[config.mk]
export PLATFORM = sky130hd
export DESIGN_NAME = microsequencer
export DESIGN_NICKNAME = d
export VERILOG_FILES = /design/src/rtl/microsequencer.sv
export SDC_FILE = /design/constraint.sdc
export NUM_CORES = 1
export LEC_CHECK = 0
export CORE_UTILIZATION = 30
export CTS_BUF_LIST = sky130_fd_sc_hd__clkbuf_8
export DETAILED_ROUTE_END_ITERATION = 16
export PLACE_DENSITY = 0.55
export SLEW_MARGIN = 25
export SYNTH_ARGS = -nofsm -noshare
export SYNTH_HDL_FRONTEND = slang
export SYNTH_SLANG_ARGS = --single-unit
[constraint.sdc]
create_clock -name clk -period 3.2 [get_ports clk]
set_input_delay 0.64 -clock clk [delete_from_list [all_inputs] [get_ports clk]]
set_output_delay 0.64 -clock clk [all_outputs]
set_load 0.1 [all_outputs]
[src/rtl/microsequencer.sv]
// Next-state sequencer for the microprogrammed control unit: picks the next
// microstore address from the control word, stalls on WAIT and traps on faults.
//
// ns_sel | meaning
// 000    | ENCODE : jump to opcode entry state
// 001    | FETCH  : jump to fetch state
// 010    | CR     : jump to control-register target
// 011    | INCR   : fall through to current+1
// 100    | CBR    : c ? cr_addr : current+1
// 101    | CENC   : c ? encoder_addr : cr_addr
// 110    | WAIT   : c ? current+1 : stay (stalled)
// 111    | -      : reserved, traps to fault state
module microsequencer #(
    parameter int STATE_W     = 10,
    parameter int NUM_STATES  = 126,
    parameter int FETCH_STATE = 0,
    parameter int FAULT_STATE = 125,
    parameter int TIMEOUT     = 16
) (
    input  logic               clk,
    input  logic               reset,
    input  logic               hold,
    input  logic [2:0]         ns_sel,
    input  logic               inv,
    input  logic [1:0]         cond_sel,
    input  logic [STATE_W-1:0] cr_addr,
    input  logic [STATE_W-1:0] encoder_addr,
    input  logic               moc,
    input  logic               cond_in,
    input  logic               irq,
    output logic [STATE_W-1:0] next_state,
    output logic [STATE_W-1:0] current_state,
    output logic               stalled,
    output logic               timeout
);

    localparam int CNT_W = (TIMEOUT > 2) ? $clog2(TIMEOUT) : 1;

    typedef enum logic [2:0] {
        NS_ENCODE = 3'b000,
        NS_FETCH  = 3'b001,
        NS_CR     = 3'b010,
        NS_INCR   = 3'b011,
        NS_CBR    = 3'b100,
        NS_CENC   = 3'b101,
        NS_WAIT   = 3'b110,
        NS_RSVD   = 3'b111
    } ns_op_t;

    ns_op_t             op;
    logic               sel_cond;
    logic               c;
    logic [STATE_W:0]   inc;
    logic [STATE_W:0]   target;
    logic [STATE_W-1:0] legal_target;
    logic               waiting;
    logic               wait_expired;
    logic [CNT_W-1:0]   wait_cnt;

    assign op = ns_op_t'(ns_sel);

    always_comb begin
        sel_cond     = 1'b1;
        target       = '0;
        next_state   = STATE_W'(FETCH_STATE);
        stalled      = 1'b0;
        timeout      = 1'b0;

        case (cond_sel)
            2'b00:   sel_cond = moc;
            2'b01:   sel_cond = cond_in;
            2'b10:   sel_cond = irq;
            default: sel_cond = 1'b1;
        endcase
        c   = sel_cond ^ inv;
        // one extra bit so current+1 from the top state cannot wrap to a legal address
        inc = {1'b0, current_state} + (STATE_W+1)'(1);

        case (op)
            NS_ENCODE: target = {1'b0, encoder_addr};
            NS_FETCH:  target = (STATE_W+1)'(FETCH_STATE);
            NS_CR:     target = {1'b0, cr_addr};
            NS_INCR:   target = inc;
            NS_CBR:    target = c ? {1'b0, cr_addr} : inc;
            NS_CENC:   target = c ? {1'b0, encoder_addr} : {1'b0, cr_addr};
            NS_WAIT:   target = c ? inc : {1'b0, current_state};
            default:   target = (STATE_W+1)'(FAULT_STATE);
        endcase

        legal_target = (target >= (STATE_W+1)'(NUM_STATES)) ? STATE_W'(FAULT_STATE)
                                                             : target[STATE_W-1:0];
        waiting      = (op == NS_WAIT) && !c;
        wait_expired = waiting && (wait_cnt == CNT_W'(TIMEOUT-1));

        if (reset) begin
            next_state = STATE_W'(FETCH_STATE);
        end else if (hold) begin
            next_state = current_state;
            stalled    = waiting;
        end else if (wait_expired) begin
            next_state = STATE_W'(FAULT_STATE);
            stalled    = 1'b1;
            timeout    = 1'b1;
        end else begin
            next_state = legal_target;
            stalled    = waiting;
        end
    end

    always_ff @(posedge clk or posedge reset) begin
        if (reset) begin
            current_state <= STATE_W'(FETCH_STATE);
            wait_cnt      <= '0;
        end else if (!hold) begin
            current_state <= next_state;
            wait_cnt      <= (waiting && !wait_expired) ? wait_cnt + CNT_W'(1) : '0;
        end
    end

endmodule

* Word-level counts from Yosys, hierarchy flattened
Cells that the tools add are included.
Word-level totals: register bits 14, input port bits 32, output and inout bits 22, word-level logic and storage cells 38
Operators by class: add/subtract/negate cells 2, magnitude comparators 1, equality and inequality tests 9, muxes and demuxes 16, bitwise logic cells 1, reductions and logical operators 7
Operators by type and width (number):
- $pmux 11 s7 | 1
- $mux 10 | 5
- $mux 11 | 2
- $add 10x1->11 const B | 1
- $ge 11x7->1 const B | 1
- $eq 3x3->1 const B | 3
- $eq 3x2->1 const B | 2
- $mux 1 | 6
- $add 4x1->4 const B | 1
- $eq 4x4->1 const B | 1
- $mux 4 | 1
- $eq 3x1->1 const B | 1
- $logic_and 1x1->1 | 3
- $logic_not 3->1 | 1
- $pmux 1 s3 | 1
- $eq 2x1->1 const B | 1
- $eq 2x2->1 const B | 1
- $logic_not 1->1 | 2
- $logic_not 2->1 | 1
- $xor 1x1->1 | 1

* Longest topological paths before layout
word-level depth 10, mapped depth 9, gate-level depth less buffers 8

* Worst setup path after synthesis
No wires, ideal clock.
path type input port to output port, from in inv, to out timeout, data arrival time 4.482 ns, required time 2.560 ns, setup slack -1.922 ns, cell stages on the path 5, buffers on the path 1, cell sequence clkbuf_2 and4bb_2 a21oi_1 nand3_1 nor4_1
On the way: word-level cells in the longest chain between the ends 7
RTL lines:
- start, declared | line 24 | input logic inv,
- $xor 1x1->1 | line 75 | c = sel_cond ^ inv;
- $logic_not 1->1 | line 92 | waiting = (op == NS_WAIT) && !c;
- $logic_and 1x1->1 | line 92
- $logic_and 1x1->1 | line 93 | wait_expired = waiting && (wait_cnt == CNT_W'(TIMEOUT-1));
- $mux 1 | line 100 | end else if (wait_expired) begin
- $mux 1 | line 97 | end else if (hold) begin
- $mux 1 | line 95 | if (reset) begin
- end, declared | line 34 | output logic timeout
No other way between the ends.

* Worst setup path in the final report
from in cond_sel[0], to out next_state[1]
On the way: word-level cells in the longest chain between the ends 10, elaborated cells on any way between the ends 17, those cells by class order compare (1); eq/ne (2); mux (9); bitwise (1); reduce/logical (4)
RTL lines:
- start, declared | line 25 | input logic [1:0] cond_sel,
- $eq 2x2->1 (tied with other cells) | line 69 | case (cond_sel)
- $pmux 1 s3 * | line 69
- $xor 1x1->1 * | line 75
- $mux 11 (tied with other cells) | line 86 | NS_WAIT: target = c ? inc : {1'b0, current_state};
- $pmux 11 s7 | line 79 | case (op)
- $ge 11x7->1 | line 90 | legal_target = (target >= (STATE_W+1)'(NUM_STATES)) ? STATE_W'(FAULT_STATE)
- $mux 10 | line 90
- $mux 10 * | line 100
- $mux 10 * | line 97
- $mux 10 * | line 95
- end, declared | line 31 | output logic [STATE_W-1:0] next_state,
Every way passes the cells marked *; elsewhere a longest branch is shown, timed or not.

==> impl_metrics.ini <==
[placement]
io_buffers = 53
dpl.hpwl_um = 4580
place.gp.congestion = 0.932
place_area_mm2 = 0.00284
preCtsSetupSlack_ps = -755

[synth]
async_flop_share_pct = 100
ys.flop_type = dfrtp_1
synth_top_family_by_area = simple AND/OR/NAND/NOR gates
synthAdderAreaFrac_pct = 1.50
synth-edff-count = 0
yosysSeqAreaShare_pct = 21.0
yosysWarnings = 0
synth-xor-area-share_pct = 2.63
synthCells = 212
synth_fp_nets = 246
avgSynthCellArea_um2 = 7.87
synthDistinctLibCells = 60
synthSimpleGateAreaFrac_pct = 34.8
synth-seq-cells = 14
synth_mux_area_share_pct = 5.78
syn_area_mm2 = 0.00167
synth_compound_area_share_pct = 28.7

[critical_path]
cp.arrival_ps = 2750
r2r_slack_ps = 930
end_kind = primary output
critPathRequiredTime_ps = 2560
path_max_fanout = 4
start_kind = input pin
reg2regPathDepth = 10
critical_path_class = input pin to primary output

[detailed_routing]
wl_per_cell_um = 15.6
ant_nets = 0
num_vias = 2183
viasPerCell = 5.54
wl_met1_um = 2750
dr.pass1.iters = 4
wirelength_um = 6150
initialDrtViolationCount = 169
wl_met2_um = 3040
drcViolationCount = 0
topRoutingLayerUsed = met4
wl_met3_um = 297

[flow_run]
cap_violations = 0

[clock_tree]
clkTransAtPathRegs_ps = 50
clock-root-buffer = clkbuf_8
cts_hold_buf = 0
clk_latency_ps = 250
htreeDepth = 1
clockBufferDepth = 2
cts_tree = done
numClockSinks = 14
cts_made_buffers = 3

[die]
die_y_um = 76.6
dieArea_mm2 = 0.00586
start_util_pct = 31.8
num_io_pins = 54
num_rows = 26
core_mm2 = 0.00524
dieWidth_um = 76.6

[power]
p_leak_uw = 0.00141
powerDensity_mw_per_mm2 = 298
peakVddDrop_uv = 156

[global_routing]
track_usage_pct = 21.7
first_global_vias = 2131
grt_pass1_wl_um = 10500
grt_max_degree = 26
grt_overflow = 0
grt_antenna_before_repair = 0

[sta]
timing.final.max_slew_violations = 0
rsz0062_at_grt = yes
final-setup-viol-count = 7
slew_headroom_pct = 71.7
max_clock_freq_mhz = 295
clock_skew_ps = 6.92
hold_violations = 0
tightest_slew_ps = 422
setup_ws_ps = -189
min_period_ps = 3390
period_share_pct = 106

[status]
violations = setup timing
status = finished with violations

[cells_and_area]
multiInputGateArea_mm2 = 0.00156
final_cell_area_mm2 = 0.00322
antenna_cells = 0
layout.nets = 359
drive_gt1_share_pct = 48.8
syn_to_final_growth_pct = 93.2
register_area_um2 = 365
final_util_pct = 61.5
nFillCells = 435

[worst_hold_path]
holdPathStages = 1
hold_class = flip-flop to flip-flop
[path summary, 6_finish.rpt]
| check | from | endpoint |
|---|---|---|
| setup reg to reg | current_state[1] | current_state[0] |
| hold / removal | wait_cnt[3] | wait_cnt[3] |
| setup / recovery | cond_sel[0] | next_state[1] |
| min in group asynchronous | reset | current_state[0] |
| max in group asynchronous | reset | current_state[1] |
| hold reg to reg | wait_cnt[3] | wait_cnt[3] |
[cell families (layout without fill, tap and decap cells)]
family          Yosys count  in the layout
mux                       9              9
flops                    14             14
fa+ha+maj                 2              2
compound gates           66             66
buf+inv                  19            131
simple gates             97             97
xor+xnor                  5              5
[power breakdown]
part	switching [uW]	internal, uW
sequential	28.6	194
clock	60.4	84.7
combinational	343	249
total	432	527
[area by class of cell]
class	count	share of cell area (%)
tap	70	2.72
multi-input combinational	179	48.5
timing repair buffer	119	34.9
clock inverter	1	0.116
inverter	8	1.13
sequential	14	11.3
clock buffer	3	1.28
[layout by cell type, fill, tap and decap left out, types with 3 or more instances in the layout]
cell type,n
a21oi_1,6
dfrtp_2,3
buf_12,13
buf_2,6
dfrtp_4,3
nand2_1,14
mux2i_1,6
nand3_2,4
nand4_1,7
clkdlybuf4s50_1,18
dlygate4sd2_1,4
a21o_1,5
and3_1,4
a2111o_1,3
dfrtp_1,8
clkbuf_8,3
xnor2_1,5
buf_4,69
nand3_1,13
inv_1,6
and2_1,8
nand2b_1,4
a31oi_1,3
o221a_4,3
nor2_1,11
buf_6,9
o21ai_0,12
o21a_1,4
o21ai_1,3
[per-stage QoR]
| stage | total power [uW] | instances | TNS (ps) | hold WS [ps] |
|---|---|---|---|---|
| after global placement | 744 | 373 | -5320 | 486 |
| after floorplan | 542 | 212 | -926 | 450 |
| after CTS | 939 | 387 | -921 | 495 |
| after global routing | 1010 | 394 | -1460 | 541 |
| after detailed placement | 744 | 373 | -5750 | 486 |
| final | 960 | 394 | -921 | 496 |
[synthesized netlist by cell type, drive strengths merged, types with 2 or more instances]
cell type,instances,area [um^2]
xnor2,5,43.8
a2111o,3,33.8
inv,7,26.3
nor2,15,63.8
mux2i,7,73.8
o221a,3,33.8
nor4,2,12.5
clkbuf,3,12.5
a211o,3,27.5
and4b,2,20.0
ha,2,25.0
nand4,8,65.1
a211oi,4,40.0
a21o,6,46.3
a21oi,8,40.0
a31oi,4,25.0
nand2,14,52.6
nand3,17,85.1
or3,2,12.5
o21ai,19,95.1
and2,8,50.1
nor4b,2,17.5
o211ai,2,20.0
and3,6,37.5
nand2b,4,25.0
o221ai,3,26.3
dfrtp,14,350
buf,8,50.1
or4,2,18.8
mux2,2,22.5
o31ai,2,20.0
nor3,3,15.0
o21a,4,30.0
nor4bb,3,30.0
nor2b,2,12.5
[metal layers]
metal	vias to the layer above	GRT usage, %
met1	1050	29.7
met3	4	2.87
met5	-	0
met4	0	3.08
met2	84	36.9
li1	1045	-
[registers in the layout, indices dropped and copies added (netlist names)]
register,flops
wait_cnt,4
current_state,10
[critical path, stage by stage]
cell and delay, ps:
buf_12 110, buf_6 110, nor3b_4 250, a211oi_4 80
buf_4 150, buf_4 120, o2111ai_2 150, a31oi_1 100
a211o_1 330, and3_4 200, a211oi_4 290, buf_12 210
[repair_timing]
action | 4_1_cts | 5_1_grt
endpoints found under the setup margin | 9 | 7
gates resized for setup | 83 | 13
buffers inserted | 10 | 7
pin swaps | 29 | 17
(Power assumes the default switching activity.)
